$ cat config.mk
export PLATFORM = sky130hd
export DESIGN_NAME = if_stage_mo
export DESIGN_NICKNAME = d
export VERILOG_FILES = /design/src/rtl/if_stage_mo.sv
export SDC_FILE = /design/constraint.sdc
export NUM_CORES = 1
export LEC_CHECK = 0
export CORE_MARGIN = 2
export CORE_UTILIZATION = 51
export CTS_CLUSTER_DIAMETER = 30
export CTS_CLUSTER_SIZE = 20
export DETAILED_ROUTE_END_ITERATION = 8
export PLACE_DENSITY_LB_ADDON = 0.3
export SLEW_MARGIN = 20
export SYNTH_ARGS = -nofsm -noshare
export SYNTH_HDL_FRONTEND = slang
export SYNTH_SLANG_ARGS = --single-unit
$ cat constraint.sdc
create_clock -name clk -period 4.75 [get_ports clk]
set_clock_uncertainty 0.15 [all_clocks]
set_input_delay 0.95 -clock clk [delete_from_list [all_inputs] [get_ports clk]]
set_output_delay 0.95 -clock clk [all_outputs]
set_load 0.1 [all_outputs]
$ cat src/rtl/if_stage_mo.sv
// Instruction-fetch stage: pre-IF PC generation plus an in-order fetch queue
// that keeps several SRAM-like requests in flight ahead of decode.
module if_stage_mo #(
    parameter int unsigned QUEUE_DEPTH     = 4,
    parameter int unsigned MAX_OUTSTANDING = 2,
    parameter logic [31:0] RESET_PC        = 32'hbfc00000
) (
    input  logic        clk,
    input  logic        resetn,
    input  logic        flush,
    input  logic [31:0] flush_pc,
    input  logic        br_taken,
    input  logic [31:0] br_target,
    input  logic        ds_allowin,
    output logic        fs_to_ds_valid,
    output logic [31:0] fs_pc,
    output logic [31:0] fs_inst,
    output logic        fs_adel,
    output logic        inst_sram_req,
    output logic [31:0] inst_sram_addr,
    output logic        inst_sram_wr,
    input  logic        inst_sram_addr_ok,
    input  logic        inst_sram_data_ok,
    input  logic [31:0] inst_sram_rdata
);
    localparam int unsigned PW = $clog2(QUEUE_DEPTH);
    localparam int unsigned CW = $clog2(QUEUE_DEPTH + 1);
    localparam int unsigned OW = $clog2(MAX_OUTSTANDING + 1);
    localparam int unsigned SW = OW + 1;

    logic [31:0]   pc_q   [QUEUE_DEPTH];
    logic [31:0]   pc_d   [QUEUE_DEPTH];
    logic [31:0]   inst_q [QUEUE_DEPTH];
    logic [31:0]   inst_d [QUEUE_DEPTH];
    logic          adel_q [QUEUE_DEPTH];
    logic          adel_d [QUEUE_DEPTH];
    logic          done_q [QUEUE_DEPTH];
    logic          done_d [QUEUE_DEPTH];
    logic [PW-1:0] head_q, head_d, tail_q, tail_d;
    logic [CW-1:0] cnt_q, cnt_d;
    logic [OW-1:0] out_q, out_d, disc_q, disc_d;
    logic [31:0]   npc_q, npc_d, saved_q, saved_d;
    logic          redir_q, redir_d;
    logic          adel_seen_q, adel_seen_d;

    logic          head_valid, pop, fire, adel_push, push;
    logic          dok_fill, dok_drop, keep_nd;
    logic [SW-1:0] inflight;
    logic [PW-1:0] fill_idx, scan_idx;
    logic          fill_found;

    // Handshake decode; requests count against in-flight data including discards
    assign inflight      = SW'(out_q) + SW'(disc_q);
    assign head_valid    = (cnt_q != '0) && done_q[head_q];
    assign pop           = head_valid && ds_allowin;
    assign inst_sram_req = resetn && (cnt_q < CW'(QUEUE_DEPTH)) && (npc_q[1:0] == 2'b00)
                           && !adel_seen_q && (inflight < SW'(MAX_OUTSTANDING));
    assign fire          = inst_sram_req && inst_sram_addr_ok;
    assign adel_push     = (npc_q[1:0] != 2'b00) && !adel_seen_q
                           && ((cnt_q < CW'(QUEUE_DEPTH)) || pop);
    assign push          = fire || adel_push;
    assign dok_drop      = inst_sram_data_ok && (disc_q != '0);
    assign dok_fill      = inst_sram_data_ok && (disc_q == '0) && (out_q != '0);

    assign inst_sram_addr = {3'b000, npc_q[28:0]};
    assign inst_sram_wr   = 1'b0;

    assign fs_to_ds_valid = head_valid;
    assign fs_pc          = (cnt_q != '0) ? pc_q[head_q]   : 32'h0;
    assign fs_inst        = (cnt_q != '0) ? inst_q[head_q] : 32'h0;
    assign fs_adel        = (cnt_q != '0) && adel_q[head_q];

    // Locate the oldest entry still waiting for its response
    always_comb begin
        fill_idx   = head_q;
        fill_found = 1'b0;
        scan_idx   = head_q;
        for (int unsigned i = 0; i < QUEUE_DEPTH; i++) begin
            scan_idx = head_q + PW'(i);
            if (!fill_found && (CW'(i) < cnt_q) && !done_q[scan_idx]) begin
                fill_idx   = scan_idx;
                fill_found = 1'b1;
            end
        end
    end

    // Next-state: fill, pop, push, then flush or branch trimming on top
    always_comb begin
        pc_d        = pc_q;
        inst_d      = inst_q;
        adel_d      = adel_q;
        done_d      = done_q;
        head_d      = head_q;
        tail_d      = tail_q;
        cnt_d       = cnt_q;
        out_d       = out_q;
        disc_d      = disc_q;
        npc_d       = npc_q;
        saved_d     = saved_q;
        redir_d     = redir_q;
        adel_seen_d = adel_seen_q;
        keep_nd     = 1'b0;

        if (dok_fill) begin
            inst_d[fill_idx] = inst_sram_rdata;
            done_d[fill_idx] = 1'b1;
            out_d            = out_d - OW'(1);
        end
        if (dok_drop) begin
            disc_d = disc_d - OW'(1);
        end
        if (pop) begin
            head_d = head_q + PW'(1);
        end
        if (push) begin
            pc_d[tail_q]   = npc_q;
            adel_d[tail_q] = adel_push;
            inst_d[tail_q] = 32'h0;
            done_d[tail_q] = adel_push;
            tail_d         = tail_q + PW'(1);
        end
        cnt_d = cnt_q - CW'(pop) + CW'(push);
        if (fire) begin
            out_d   = out_d + OW'(1);
            npc_d   = redir_q ? saved_q : npc_q + 32'd4;
            redir_d = 1'b0;
        end
        if (adel_push) begin
            adel_seen_d = 1'b1;
        end

        if (flush) begin
            disc_d      = disc_d + out_d;
            out_d       = '0;
            head_d      = '0;
            tail_d      = '0;
            cnt_d       = '0;
            npc_d       = flush_pc;
            redir_d     = 1'b0;
            adel_seen_d = 1'b0;
        end else if (br_taken) begin
            if (cnt_d != '0) begin
                // Oldest survivor is the delay slot; younger requests become discards
                keep_nd = !done_d[head_d];
                disc_d  = disc_d + out_d - OW'(keep_nd);
                out_d   = OW'(keep_nd);
                cnt_d   = CW'(1);
                tail_d  = head_d + PW'(1);
                npc_d   = br_target;
                redir_d = 1'b0;
            end else begin
                // Delay slot not yet requested: fetch it first, then the target
                redir_d = 1'b1;
                saved_d = br_target;
            end
        end
    end

    // State registers with synchronous active-low reset
    always_ff @(posedge clk) begin
        if (!resetn) begin
            for (int unsigned i = 0; i < QUEUE_DEPTH; i++) begin
                pc_q[i]   <= 32'h0;
                inst_q[i] <= 32'h0;
                adel_q[i] <= 1'b0;
                done_q[i] <= 1'b0;
            end
            head_q      <= '0;
            tail_q      <= '0;
            cnt_q       <= '0;
            out_q       <= '0;
            disc_q      <= '0;
            npc_q       <= RESET_PC;
            saved_q     <= 32'h0;
            redir_q     <= 1'b0;
            adel_seen_q <= 1'b0;
        end else begin
            pc_q        <= pc_d;
            inst_q      <= inst_d;
            adel_q      <= adel_d;
            done_q      <= done_d;
            head_q      <= head_d;
            tail_q      <= tail_d;
            cnt_q       <= cnt_d;
            out_q       <= out_d;
            disc_q      <= disc_d;
            npc_q       <= npc_d;
            saved_q     <= saved_d;
            redir_q     <= redir_d;
            adel_seen_q <= adel_seen_d;
        end
    end

endmodule
## Word-level counts from Yosys, hierarchy flattened

Index checks and enable logic that the tools add are counted.

- Bitwise operators: 13
- Reduce and logical (&&, ||, !) cells: 43
- $add $sub $neg: 14
- Muxes and demuxes: 70
- Magnitude comparators: 15

Operators by type and width:

| operator | count |
|---|---|
| 2-to-1 mux 32 bit | 13 |
| bitwise mux 128 bit | 2 |
| 2-to-1 mux 128 bit | 2 |
| bitwise AND 128 bit | 1 |
| binary-select mux 32 bit (select 2 bit) | 2 |
| demux 32 bit (select 2 bit) | 2 |
| NOT 128 bit | 1 |
| adder 32 x 3 -> 32 bit, second input constant | 1 |
| 2-to-1 mux 2 bit | 15 |
| logical AND 1 bit | 22 |
| greater-or-equal comparator 3 bit, second input constant | 7 |
| NOT 2 -> 3 bit | 7 |
| 2-to-1 mux 1 bit | 20 |
| binary-select mux 1 bit (select 2 bit) | 6 |
| logical NOT 1 bit | 9 |
| adder 2 x 1 -> 2 bit, second input constant | 4 |
| bitwise mux 4 bit | 2 |
| 2-to-1 mux 4 bit | 2 |
| nonzero test 2 bit | 4 |
| < comparator 1 x 3 -> 1 bit, first input constant | 2 |
| < comparator 2 x 3 -> 1 bit, first input constant | 2 |
| < comparator 3 x 1 -> 1 bit, second input constant | 2 |
| 2-to-1 mux 3 bit | 2 |
| nonzero test 3 bit | 2 |
| other kinds (16) | 23 |

- Register bits after elaboration: 341
- Input bits: 103

## Longest topological paths before layout

- Depth in word-level cells: 36
- Gate-level depth with buffers: 24
- Mapped depth without buffers: 20

## Worst setup path after synthesis

Ideal clock, no wire load.

- Kind: input -> register
- Start: in resetn
- End: reg npc_q[29]
- Setup slack: 0.073 ns
- Buffers on the path: 4
- Stages on the path: 20
- Library setup time: 0.079 ns
- Required time: 4.521 ns
- Arrival: 4.448 ns
- Cell sequence: nor4b_1 -> and3_1 -> clkbuf_1 -> or2_2 -> buf_2 -> inv_1 -> ha_1 -> inv_1 -> ha_1 -> inv_1 -> fa_1 -> xnor2_1 -> nand2_1 -> o21ai_0 -> clkbuf_1 -> clkbuf_1 -> o221ai_1 -> a21oi_1 -> a21oi_1 -> o211ai_1

- Longest elaborated chain between the ends: 11
- Elaborated cells between the ends (all ways): 12
- Classes of those cells: 1 x add/sub; 4 x mux; 7 x reduce/logical

RTL lines:

| item | line | RTL |
|---|---|---|
| start, declared | 9 | `input logic resetn,` |
| logical AND 1 bit (2 in a row) | 56 | `assign inst_sram_req = resetn && (cnt_q < CW'(QUEUE_DEPTH)) && (npc_q[1:0] == 2'b00)` |
| logical AND 1 bit (2 in a row) | 57 | `&& !adel_seen_q && (inflight < SW'(MAX_OUTSTANDING));` |
| logical AND 1 bit | 58 | `assign fire = inst_sram_req && inst_sram_addr_ok;` |
| logical OR 1 bit | 61 | `assign push = fire \|\| adel_push;` |
| adder 3 x 1 -> 3 bit | 122 | `cnt_d = cnt_q - CW'(pop) + CW'(push);` |
| nonzero test 3 bit | 142 | `if (cnt_d != '0) begin` |
| 2-to-1 mux 32 bit | 142 |  |
| 2-to-1 mux 32 bit | 141 | `end else if (br_taken) begin` |
| 2-to-1 mux 32 bit | 132 | `if (flush) begin` |
| end signal, assigned | 187 | `npc_q <= npc_d;` |
| end, declared | 42 | `logic [31:0] npc_q, npc_d, saved_q, saved_d;` |

Parallel ways exist; a longest one is shown, timed or not.
A chain may end at the register's enable or synchronous reset.

## Worst setup path after layout

- Start: reg out_q[0]
- End: reg disc_q[1]

- Longest elaborated chain between the ends: 14
- Elaborated cells between the ends (all ways): 25
- Classes of those cells: 6 x add/sub; 1 x order compare; 11 x mux; 7 x reduce/logical

RTL lines:

| item | line | RTL |
|---|---|---|
| start, declared | 41 | `logic [OW-1:0] out_q, out_d, disc_q, disc_d;` |
| start signal, assigned | 185 | `out_q <= out_d;` |
| adder 2 x 2 -> 3 bit | 53 | `assign inflight = SW'(out_q) + SW'(disc_q);` |
| < comparator 3 x 2 -> 1 bit | 57 |  |
| logical AND 1 bit | 57 |  |
| logical AND 1 bit | 58 |  |
| logical OR 1 bit | 61 |  |
| 2-to-1 mux 4 bit | 115 | `if (push) begin` |
| binary-select mux 1 bit (select 2 bit) | 144 | `keep_nd = !done_d[head_d];` |
| 2-to-1 mux 1 bit (not written as such) (2 in a row) | 144 |  |
| logical NOT 1 bit | 144 |  |
| subtractor 2 x 1 -> 2 bit | 145 | `disc_d = disc_d + out_d - OW'(keep_nd);` |
| 2-to-1 mux 2 bit | 142 |  |
| 2-to-1 mux 2 bit | 141 |  |
| 2-to-1 mux 2 bit (*) | 132 |  |
| end signal, assigned | 186 | `disc_q <= disc_d;` |
| end, declared | 41 |  |

Mark *: on every way between the ends. The rest lies on a longest branch, timed or not. The select of a mux whose other input is x is not followed.

==> results.cfg <==
[clock_network]
hold_buffers = 0
clock_latency_ns = 0.58
cts_tree = done
clk_pin_slew_ns = 0.05
numCtsBuffers = 80
ctsHtreeMaxLevel = 3
cts_num_sinks = 341
cts_setup_buffers = 0
cts-root-buf = clkbuf_16
post_cts_resized = 0
clk_path_buf_depth = 3

[synth]
ys_dominant_reg_cell = dfxtp_1
synth_seq_area_share_pct = 40.9
async_flop_share_pct = 0
synth_edf_count = 0
ys_seq_elements = 341
synth_top_cell_by_area = dfxtp_1
synthCells = 1942
synthTopCellsByArea = dfxtp_1 (41%), nand2_1 (12%), mux4_2 (9.0%)
synth.avg_cell_area_um2 = 8.59
ys_warn_count = 0
synthDistinctLibCells = 65
synth_top_area_share_pct = 40.9
netlist_area_um2 = 16700

[final_layout]
layout.cells.non_filler = 2569
multiInputGateArea_um2 = 8840
area_delta_synth_final_pct = 27.7
final_cell_mix = nand2_1 (532), dfxtp_1 (339), a21boi_0 (170)
drive_gt1_share_pct = 15.5
nNetsFinal = 2183
n_fill_cell = 2579
final_common_cell = nand2_1
final_cell_area_um2 = 21300
postLayoutCoreUtil_pct = 65.8
seq_area_um2 = 6830

[critical_path]
crit_type = register to register
cp.arrival_ns = 4.58
startpoint_type = register
cp_max_fo = 5
cp.required_ns = 5.05
critPathCaptureType = register

[die]
rows = 66
initial_core_util_pct = 51.5
dieArea_um2 = 34200
ios = 203
coreArea_um2 = 32400
die_w_um = 185
die_h_um = 185

[grt]
grt_max_degree = 209
grt_pass1_wl_um = 77400
grt_pass1_vias = 14998
grt.total_usage_pct = 28.5
grt_overflow = 0
antenna_found_initial = 1

[placement]
gp_congestion = 0.858
io_buffers = 198
dp_hpwl_um = 28800
placed_cells = 2425
place_area_um2 = 18500

[timing]
worst_slew_pin_slew_ns = 0.995
holdWs_ns = 0.300
fin_setup_tns_ns = 0
relSlewSlack_pct = 33.5
min_period_over_period_pct = 90.1
fmax_mhz = 234
min_period_ns = 4.28
drv_slew = 0
final_hold_viol_count = 0
finalSetupViolCount = 0
rsz0062_at_grt = no

[routing]
vias = 14685
wirelength_um = 48700
first_pass_iters = 5
drt_iter0_drc = 1050
drtAntennaViolNets = 0
viasPerCell = 5.72
wl_per_cell_um = 19.0
drc = 0

[run]
maxCapViolCount = 0

[pwr]
leakagePower_nw = 7.53
p_per_area_nw_per_um2 = 483
peakVddDrop_uv = 313

[hold_path]
hold_path.class = register to register

[run_status]
status = finished, final reports clean
[cells in the mapped netlist (4+ instances only)]
library cell and number:
nor2_1 104, o22ai_1 12, buf_1 23, dfxtp_1 341, nand4_1 5, mux2i_1 76
buf_2 18, or3_1 4, o211a_1 10, a211oi_1 10, ha_1 13, mux4_2 67
mux2_2 5, a22oi_1 6, o221ai_1 6, nand3_1 20, nand2_1 532, inv_1 23
buf_6 6, xnor2_1 8, a21boi_0 170, nor2b_1 77, o21ai_0 27, o211ai_1 19
a311oi_1 4, and2_1 10, clkbuf_1 121, nor3_1 16, a221oi_1 5, a21oi_1 103
o311ai_0 5, buf_4 34, and3_1 7
[cell type report]
type	instances	area share, %
Antenna cell	2	0.0235
Clock buffer	102	10.4
Clock inverter	40	2.57
Inverter	24	0.423
Multi-Input combinational cell	1378	41.5
Sequential cell	341	32.1
Tap cell	442	2.60
Timing Repair Buffer	240	10.4
[power by group]
group	switching [mW]	internal [mW]
Combinational	1.03	0.555
Sequential	0.160	3.01
Clock	1.72	3.81
[path summary, 6_finish.rpt]
kind	slack, ns	end	start	depth (start not counted)
hold / removal	0.30	inst_q[79]	inst_q[79]	2
hold reg to reg	0.30	inst_q[79]	inst_q[79]	2
setup reg to reg	0.47	disc_q[1]	out_q[0]	21
setup / recovery	0.47	disc_q[1]	out_q[0]	21
[worst max-delay path: stages (launching register included)]
cell and delay [ns]:
dfxtp_1 0.34, inv_1 0.09, nor2_1 0.13, fa_1 0.45, nor4b_2 0.29, and3_1 0.23
or2_2 0.13, inv_1 0.05, ha_1 0.28, inv_1 0.06, ha_1 0.13, inv_1 0.05
fa_1 0.38, xnor2_1 0.21, nand2_1 0.17, nor2_1 0.19, nor2b_2 0.08, buf_4 0.16
and3_1 0.18, mux2i_1 0.18, xnor2_1 0.09, and2_1 0.15
[cells by family (layout without fill, tap and decap cells)]
logic type | count (synthesis) | after routing | synth area share, %
AO/OA/AOI/OAI | 406 | 406 | 16.9
flip-flops | 341 | 341 | 40.9
multiplexers | 148 | 148 | 13.9
XOR/XNOR | 9 | 9 | 0.473
adder cells (fa/ha/maj) | 15 | 15 | 1.22
other | 1 | 6 | 0.0225
AND/OR/NAND/NOR | 796 | 796 | 20.3
buffers and inverters | 226 | 406 | 6.26
[per-layer routing]
metal  part of all wire (%)  GRT usage [%]
met5                      0              0
met4                    2.5           11.5
met3                    7.8           5.62
met2                     49           49.0
met1                     41           35.1
[state kept, by name, indices dropped and copies added, names as in the netlist, 3 cells and up]
signal / cells
adel_q: 4
saved_q: 32
pc_q: 128
inst_q: 128
npc_q: 32
done_q: 4
cnt_q: 3
[per-stage QoR]
| stage | power (mW) | setup WS, ns |
|---|---|---|
| after floorplan | 4.28 | 0.0731 |
| final | 10.3 | 0.470 |
| after global placement | 4.74 | 0.364 |
| after detailed placement | 4.77 | 0.297 |
| after global routing | 10.6 | 0.0557 |
| after CTS | 10.3 | 0.395 |
(Power assumes the default switching activity.)
